<file path="src/rtl/unit_pkg.sv">
// Unit-type codes, default costs, controller state encoding and type/cost helpers
// shared by the purchase path.
package unit_pkg;

    typedef enum logic [1:0] {
        NONE = 2'd0,
        T1   = 2'd1,
        T2   = 2'd2,
        T3   = 2'd3
    } unit_type_t;

    localparam int COST1_DEF = 10;
    localparam int COST2_DEF = 25;
    localparam int COST3_DEF = 50;

    localparam logic [2:0] ST_IDLE  = 3'd0,
                           ST_CHECK = 3'd1,
                           ST_ISSUE = 3'd2,
                           ST_HOLD  = 3'd3,
                           ST_COOL  = 3'd4;

    function automatic int unsigned cost_of(input unit_type_t t, input int unsigned c1,
                                            input int unsigned c2, input int unsigned c3);
        case (t)
            T1:      return c1;
            T2:      return c2;
            T3:      return c3;
            default: return 0;
        endcase
    endfunction

    // Only a single raised switch selects a type; anything else is invalid.
    function automatic unit_type_t decode_sel(input logic [2:0] sw);
        case (sw)
            3'b001:  return T1;
            3'b010:  return T2;
            3'b100:  return T3;
            default: return NONE;
        endcase
    endfunction

    function automatic logic [2:0] onehot_of(input unit_type_t t);
        case (t)
            T1:      return 3'b001;
            T2:      return 3'b010;
            T3:      return 3'b100;
            default: return 3'b000;
        endcase
    endfunction

endpackage

</file>
<file path="src/rtl/purchase_controller_if.sv">
// Buy-request / spawn-command bundle between the player controls and the unit slots.
interface purchase_controller_if #(
    parameter int NUM_SLOTS = 4,
    parameter int GOLD_W    = 10
);
    logic                 buy_req;
    logic [2:0]           sel_sw;
    logic [NUM_SLOTS-1:0] slot_idle;
    logic                 kill_pulse;
    logic [NUM_SLOTS-1:0] purchase;
    logic [2:0]           unit_sw;
    logic [GOLD_W-1:0]    gold;
    logic                 busy;
    logic                 reject;

    modport master (
        output buy_req, sel_sw, slot_idle, kill_pulse,
        input  purchase, unit_sw, gold, busy, reject
    );

    modport slave (
        input  buy_req, sel_sw, slot_idle, kill_pulse,
        output purchase, unit_sw, gold, busy, reject
    );
endinterface

</file>
<file path="src/rtl/income_timer.sv">
// Free-running prescaler: one-cycle tick every PERIOD clocks, on the counter wrap.
module income_timer #(
    parameter int PERIOD = 50000000
) (
    input  logic clk,
    input  logic reset,
    output logic tick
);
    localparam int CW = (PERIOD > 1) ? $clog2(PERIOD) : 1;

    logic [CW-1:0] cnt;

    assign tick = (cnt == CW'(PERIOD - 1));

    always_ff @(posedge clk) begin
        if (reset)     cnt <= '0;
        else if (tick) cnt <= '0;
        else           cnt <= cnt + CW'(1);
    end
endmodule

</file>
<file path="src/rtl/purchase_controller.sv">
// Gold bookkeeping and buy FSM feeding spawn strobes to the lowest idle unit slot.
// Build option: define PURCHASE_REFUND_EN to refund units that never left idle.
module purchase_controller
    import unit_pkg::*;
#(
    parameter int NUM_SLOTS     = 4,
    parameter int GOLD_W        = 10,
    parameter int GOLD_MAX      = 999,
    parameter int START_GOLD    = 30,
    parameter int INCOME_PERIOD = 50000000,
    parameter int INCOME_AMT    = 5,
    parameter int BOUNTY_AMT    = 8,
    parameter int COST1         = COST1_DEF,
    parameter int COST2         = COST2_DEF,
    parameter int COST3         = COST3_DEF,
    parameter int COOLDOWN      = 4
) (
    input logic                 clk,
    input logic                 reset,
    purchase_controller_if.slave bus
);
    localparam int GW     = GOLD_W + 2;
    localparam int SLOT_W = (NUM_SLOTS > 1) ? $clog2(NUM_SLOTS) : 1;
    localparam int CCW    = (COOLDOWN > 1) ? $clog2(COOLDOWN) : 1;

    logic [2:0]        state;
    logic              buy_q;
    logic [CCW-1:0]    cool_cnt;
    logic              reject_q;
    logic [GOLD_W-1:0] gold_q;
    unit_type_t        type_q;
    logic [SLOT_W-1:0] slot_q;
    logic [SLOT_W-1:0] slot_sel;
    logic [GW-1:0]     cost_w;
    logic [GW-1:0]     gold_sum;
    logic              tick;
    logic              buy_edge;
    logic              check_ok;
    logic              refund_now;

    function automatic logic [GOLD_W-1:0] sat_gold(input logic [GW-1:0] v);
        if (v > GW'(GOLD_MAX)) return GOLD_W'(GOLD_MAX);
        return v[GOLD_W-1:0];
    endfunction

    income_timer #(.PERIOD(INCOME_PERIOD)) u_income (
        .clk   (clk),
        .reset (reset),
        .tick  (tick)
    );

    assign buy_edge = bus.buy_req & ~buy_q;
    assign cost_w   = GW'(cost_of(type_q, COST1, COST2, COST3));
    // Affordability looks at the registered balance only, never this cycle's income.
    assign check_ok = (type_q != NONE) && ({2'b00, gold_q} >= cost_w) && (|bus.slot_idle);

    always_comb begin
        slot_sel = '0;
        for (int i = NUM_SLOTS - 1; i >= 0; i--)
            if (bus.slot_idle[i]) slot_sel = SLOT_W'(i);
    end

`ifdef PURCHASE_REFUND_EN
    assign refund_now = (state == ST_HOLD) && bus.slot_idle[slot_q];
`else
    assign refund_now = 1'b0;
`endif

    always_comb begin
        gold_sum = {2'b00, gold_q};
        if (state == ST_CHECK && check_ok) gold_sum = gold_sum - cost_w;
        if (refund_now)                    gold_sum = gold_sum + cost_w;
        if (tick)                          gold_sum = gold_sum + GW'(INCOME_AMT);
        if (bus.kill_pulse)                gold_sum = gold_sum + GW'(BOUNTY_AMT);
    end

    always_ff @(posedge clk) begin
        if (reset) begin
            state    <= ST_IDLE;
            buy_q    <= 1'b0;
            cool_cnt <= '0;
            reject_q <= 1'b0;
            gold_q   <= GOLD_W'(START_GOLD);
        end else begin
            buy_q    <= bus.buy_req;
            gold_q   <= sat_gold(gold_sum);
            reject_q <= (state == ST_CHECK && !check_ok) || refund_now;
            case (state)
                ST_IDLE:  if (buy_edge) state <= ST_CHECK;
                ST_CHECK: state <= check_ok ? ST_ISSUE : ST_IDLE;
                ST_ISSUE: state <= ST_HOLD;
                ST_HOLD: begin
                    cool_cnt <= '0;
                    state    <= (COOLDOWN == 0) ? ST_IDLE : ST_COOL;
                end
                ST_COOL: begin
                    if (cool_cnt == CCW'(COOLDOWN - 1)) state <= ST_IDLE;
                    else                                cool_cnt <= cool_cnt + CCW'(1);
                end
                default:  state <= ST_IDLE;
            endcase
        end
    end

    // Type is captured with the accepted edge; the slot is frozen in CHECK.
    always_ff @(posedge clk) begin
        if (state == ST_IDLE && buy_edge) type_q <= decode_sel(bus.sel_sw);
        if (state == ST_CHECK)            slot_q <= slot_sel;
    end

    always_comb begin
        bus.purchase = '0;
        if (state == ST_ISSUE) bus.purchase[slot_q] = 1'b1;
    end

    assign bus.unit_sw = (state == ST_ISSUE || state == ST_HOLD) ? onehot_of(type_q) : 3'b000;
    assign bus.gold    = gold_q;
    assign bus.busy    = (state != ST_IDLE);
    assign bus.reject  = reject_q;

endmodule

</file>
<file path="src/flat_wrapper.sv">
// flat-port wrapper written by rule: the top's interface ports become plain ports
module purchase_controller_flat import unit_pkg::*;
#(
    parameter int NUM_SLOTS     = 4,
    parameter int GOLD_W        = 10,
    parameter int GOLD_MAX      = 999,
    parameter int START_GOLD    = 30,
    parameter int INCOME_PERIOD = 50000000,
    parameter int INCOME_AMT    = 5,
    parameter int BOUNTY_AMT    = 8,
    parameter int COST1         = COST1_DEF,
    parameter int COST2         = COST2_DEF,
    parameter int COST3         = COST3_DEF,
    parameter int COOLDOWN      = 4
)
  (clk, reset, bus_buy_req, bus_sel_sw, bus_slot_idle, bus_kill_pulse, bus_purchase, bus_unit_sw, bus_gold, bus_busy, bus_reject);
  purchase_controller_if #(.NUM_SLOTS(NUM_SLOTS), .GOLD_W(GOLD_W)) bus_i ();
  input logic clk;
  input logic reset;
  input wire logic [$bits(bus_i.buy_req)-1:0] bus_buy_req;
  input wire logic [$bits(bus_i.sel_sw)-1:0] bus_sel_sw;
  input wire logic [$bits(bus_i.slot_idle)-1:0] bus_slot_idle;
  input wire logic [$bits(bus_i.kill_pulse)-1:0] bus_kill_pulse;
  output wire logic [$bits(bus_i.purchase)-1:0] bus_purchase;
  output wire logic [$bits(bus_i.unit_sw)-1:0] bus_unit_sw;
  output wire logic [$bits(bus_i.gold)-1:0] bus_gold;
  output wire logic [$bits(bus_i.busy)-1:0] bus_busy;
  output wire logic [$bits(bus_i.reject)-1:0] bus_reject;
  assign bus_i.buy_req = bus_buy_req;
  assign bus_i.sel_sw = bus_sel_sw;
  assign bus_i.slot_idle = bus_slot_idle;
  assign bus_i.kill_pulse = bus_kill_pulse;
  assign bus_purchase = bus_i.purchase;
  assign bus_unit_sw = bus_i.unit_sw;
  assign bus_gold = bus_i.gold;
  assign bus_busy = bus_i.busy;
  assign bus_reject = bus_i.reject;
  purchase_controller #(.NUM_SLOTS(NUM_SLOTS), .GOLD_W(GOLD_W), .GOLD_MAX(GOLD_MAX), .START_GOLD(START_GOLD), .INCOME_PERIOD(INCOME_PERIOD), .INCOME_AMT(INCOME_AMT), .BOUNTY_AMT(BOUNTY_AMT), .COST1(COST1), .COST2(COST2), .COST3(COST3), .COOLDOWN(COOLDOWN)) u_core (.clk(clk), .reset(reset), .bus(bus_i));
endmodule
</file>
<file path="config.mk">
export PLATFORM = sky130hd
export DESIGN_NAME = purchase_controller_flat
export DESIGN_NICKNAME = d
export VERILOG_FILES = /design/src/rtl/unit_pkg.sv /design/src/rtl/purchase_controller_if.sv /design/src/rtl/income_timer.sv /design/src/rtl/purchase_controller.sv /design/src/flat_wrapper.sv
export SDC_FILE = /design/constraint.sdc
export NUM_CORES = 1
export LEC_CHECK = 0
export BUFFER_PORTS_ARGS = -buffer_cell sky130_fd_sc_hd__buf_4
export CAP_MARGIN = 30
export CORE_AREA = 2 2 85 87
export CTS_CLUSTER_DIAMETER = 200
export DETAILED_ROUTE_END_ITERATION = 10
export DIE_AREA = 0 0 87 89
export PLACE_DENSITY = 0.65
export SLEW_MARGIN = 15
export SYNTH_ARGS = -nofsm -noshare
export SYNTH_HDL_FRONTEND = slang
export SYNTH_HIERARCHICAL = 1
export SYNTH_SLANG_ARGS = --single-unit
</file>
<file path="constraint.sdc">
create_clock -name clk -period 5.3 [get_ports clk]
set_clock_uncertainty 0.05 [all_clocks]
set_input_delay 0.795 -clock clk [delete_from_list [all_inputs] [get_ports clk]]
set_output_delay 0.795 -clock clk [all_outputs]
set_load 0.03 [all_outputs]
</file>
==> impl_metrics.py <==
metrics = {
    "run_status": {
        "status": "completed",
    },
    "yosys": {
        "ys_seq_elements": 47,
        "synth.most_common_cell": "dfxtp_1",
        "muxShareOfSynthArea": 0.02594,
        "synth_cell_types": 69,
        "syn_area_sq_um": 3328,
        "synth_top_family_by_area": "simple AND/OR/NAND/NOR gates",
        "synth_fa_ha_area_frac": 0.05865,
        "syn_avg_cell_area_sq_um": 8.279,
        "yosysTopAreaCell": "dfxtp_1",
        "synth_ff_type": "dfxtp_1",
        "async_flop_share": 0,
        "syn-num-nets": 428,
        "ys_warn_count": 6,
        "synth_simple_gate_area_share": 0.2850,
        "yosys.area.top_type_share": 0.2586,
        "synth-edff-count": 4,
        "synth_compound_area_frac": 0.1992,
        "synth_xor_xnor_area_share": 0.09173,
        "yosysSeqAreaShare": 0.2947,
        "ys_top_cells_by_area": "dfxtp_1 (26%), xnor2_1 (6.3%), ha_1 (5.3%)",
        "ys_top_cells_by_count": "dfxtp_1 (43), nor2_1 (42), nand2_1 (30)",
        "synthCells": 402,
    },
    "power": {
        "combPwrFrac": 0.463,
        "p_int_uw": 687.2,
        "pwr-share-seq": 0.358,
        "finalPower_uw": 1146,
        "powerDensity_nw_per_um2": 305.2,
        "ir_drop_mv": 0.1682,
        "p_leak_uw": 0.001345,
        "swShare": 0.4002,
        "clockPowerShare": 0.179,
        "switchingPower_uw": 458.5,
    },
    "floorplanning": {
        "fp.dieH_um": 89,
        "rows": 30,
        "die_area_sq_um": 7743,
        "start_util": 0.4953,
        "die_w_um": 87,
        "num_io_pins": 30,
        "core_area_sq_um": 6719,
    },
    "timing": {
        "fin_crit_ns": 4.928,
        "relSlewSlack": 0.5618,
        "final_hold_viol_count": 0,
        "max_freq_ghz": 0.2029,
        "hold_slack_ns": 0.4433,
        "tightest_slew_ns": 0.6513,
        "setup_viol": 0,
        "finalSetupTns_ns": 0,
        "finalWorstSetupSlack_ns": 0.3720,
        "finalCritPeriodShare": 0.9298,
        "drv_slew": 0,
        "rsz0062_at_grt": "false",
    },
    "clock_network": {
        "clk_path_buf_depth": 2,
        "insertion_delay_ns": 0.29,
        "path_clk_slew_ns": 0.08,
        "cts_max_level": 2,
        "cts_inserted_buffers": 5,
        "cts_tree": "built",
        "cts_sinks": 47,
        "cts-root-buf": "clkbuf_8",
    },
    "finish": {
        "fill_cells": 625,
        "multi_input_area_sq_um": 2208,
        "drive_gt1_frac": 0.1839,
        "diodes": 0,
        "final_cell_area_sq_um": 3754,
        "seqCellArea_sq_um": 980.9,
        "area_growth_syn_to_layout_pct": 12.78,
        "nets": 460,
    },
    "grt": {
        "grt-ovfl-total": 0,
        "grt_pass1_vias": 2691,
        "grt_max_degree": 26,
        "antenna_found_initial": 0,
        "grt_use_total": 0.2057,
        "grt_pass1_wl_mm": 12.76,
    },
    "setup_path": {
        "crit_chain": "inv_1, ha_1, o21bai_1, ha_1, nand3_1, o21a_1, a21oi_4, nand2_1, o21ai_1, ha_1, nor2_1, a21oi_1, nand3_2, nor2_1, xnor2_1, ha_1, inv_1, or4_1, a21boi_2, o2111ai_2, a31o_1",
        "cpMaxStageDelayCell": "or4_1",
        "cp.arrival_ns": 5.06,
        "crit_fanout": 10,
        "endpoint_kind": "flop",
        "critPathKind": "reg -> reg",
        "cp.required_ns": 5.43,
        "crit_top_cell": "ha_1",
        "slowest_delay_ns": 0.54,
        "start_kind": "flop",
    },
    "route": {
        "wire_per_inst_um": 14.80,
        "drtIter0Drc": 179,
        "drc": 0,
        "routed-via-count": 3016,
        "ant_nets": 0,
        "first_pass_iters": 4,
        "via_per_inst": 5.856,
        "routed_wl_mm": 7.620,
    },
    "hold_path": {
        "hold_class": "reg -> reg",
    },
    "placement": {
        "dp_hpwl_mm": 5.875,
        "placed_area_sq_um": 3640,
        "portBuffers": 29,
        "gp_congestion": 0.9105,
        "dp_slack_ns": 0.2461,
    },
    "job": {
        "cap_viol_max_count": 0,
    },
}
-- routing by layer --
metal	track usage	up-vias	part of all wire
met3	0.02862	2	0.045
met4	0.04403	0	0.0041
met1	0.2805	1409	0.47
met5	0	-	0
met2	0.3484	70	0.48
li1	-	1535	-
-- placed cells by master (no fill, tap or decap), types with 4 or more instances in the layout --
master and count:
buf_4 36, or4_1 8, nand4_1 12, edfxtp_1 4, clkbuf_8 5, o21ai_0 14, mux2i_1 5, nand3_1 14
dfxtp_1 43, or3_1 7, xnor2_1 24, xor2_1 9, nor3_1 16, nand2b_1 5, inv_1 24, nand4b_1 5
and3_1 4, a21oi_1 27, nand2_1 30, ha_1 14, nor2_1 42, nor4_1 5
-- final cells by class --
type / count / area share
multi-input combinational: 319 / 0.5883
tap: 80 / 0.02667
timing repair buffer: 37 / 0.07600
clock inverter: 3 / 0.005333
sequential: 47 / 0.2613
inverter: 24 / 0.02400
clock buffer: 5 / 0.01833
-- through the flow --
step,cells,utilization
2_1_floorplan,402,-
3_3_place_gp,506,0.5417
3_5_place_dp,506,0.5417
4_1_cts,514,0.5549
5_1_grt,515,0.5587
6_report,515,0.5587
-- state kept, by name (all words and copies together), names as in the netlist --
register / flops
u_core/cool_cnt: 2
u_core/slot_q: 2
u_core/state: 3
u_core/buy_q: 1
u_core/bus.reject: 1
u_core/u_income/cnt: 26
u_core/bus.gold: 10
u_core/type_q: 2
-- power groups by stage --
| stage | registers, uW | logic (uW) | clock network (uW) |
|---|---|---|---|
| floorplan | 437 | 357 | 0 |
| global placement | 417 | 527 | 0 |
| detailed placement | 418 | 521 | 0 |
| CTS | 410 | 524 | 216 |
| global route | 413 | 583 | 232 |
| finish | 410 | 530 | 206 |
-- critical path: cells and delay by family, from the launching register on --
family	cells	cell delay, ns
buf+inv	2	0.16
flops	1	0.38
xor+xnor	1	0.15
fa+ha+maj	4	1.11
simple gates	6	1.19
compound gates	8	1.73
-- worst paths after layout --
kind | from | end | slack [ns] | cells after the start
setup / recovery | u_core/type_q[0] | u_core/bus.gold[3] | 0.37 | 21
hold / removal | u_core/u_income/cnt[0] | u_core/u_income/cnt[0] | 0.44 | 1
setup reg to reg | u_core/type_q[0] | u_core/bus.gold[3] | 0.37 | 21
hold reg to reg | u_core/u_income/cnt[0] | u_core/u_income/cnt[0] | 0.44 | 1
-- what timing repair did --
action / 4_1_cts / 5_1_grt
gates resized for setup: 0 / 3
setup endpoints to repair: 0 / 7
hold buffers: 0 / 0
setup buffers: 0 / 0
-- kinds of logic after synthesis --
kind of cell,after synthesis
muxes,8
and+or+nand+nor,173
AOI/OAI and AO/OA,89
DFF,47
adders and majority gates,15
xor gates and xnor gates,34
buffers and inverters,36
Note: power is estimated with default switching activity, not from simulation.
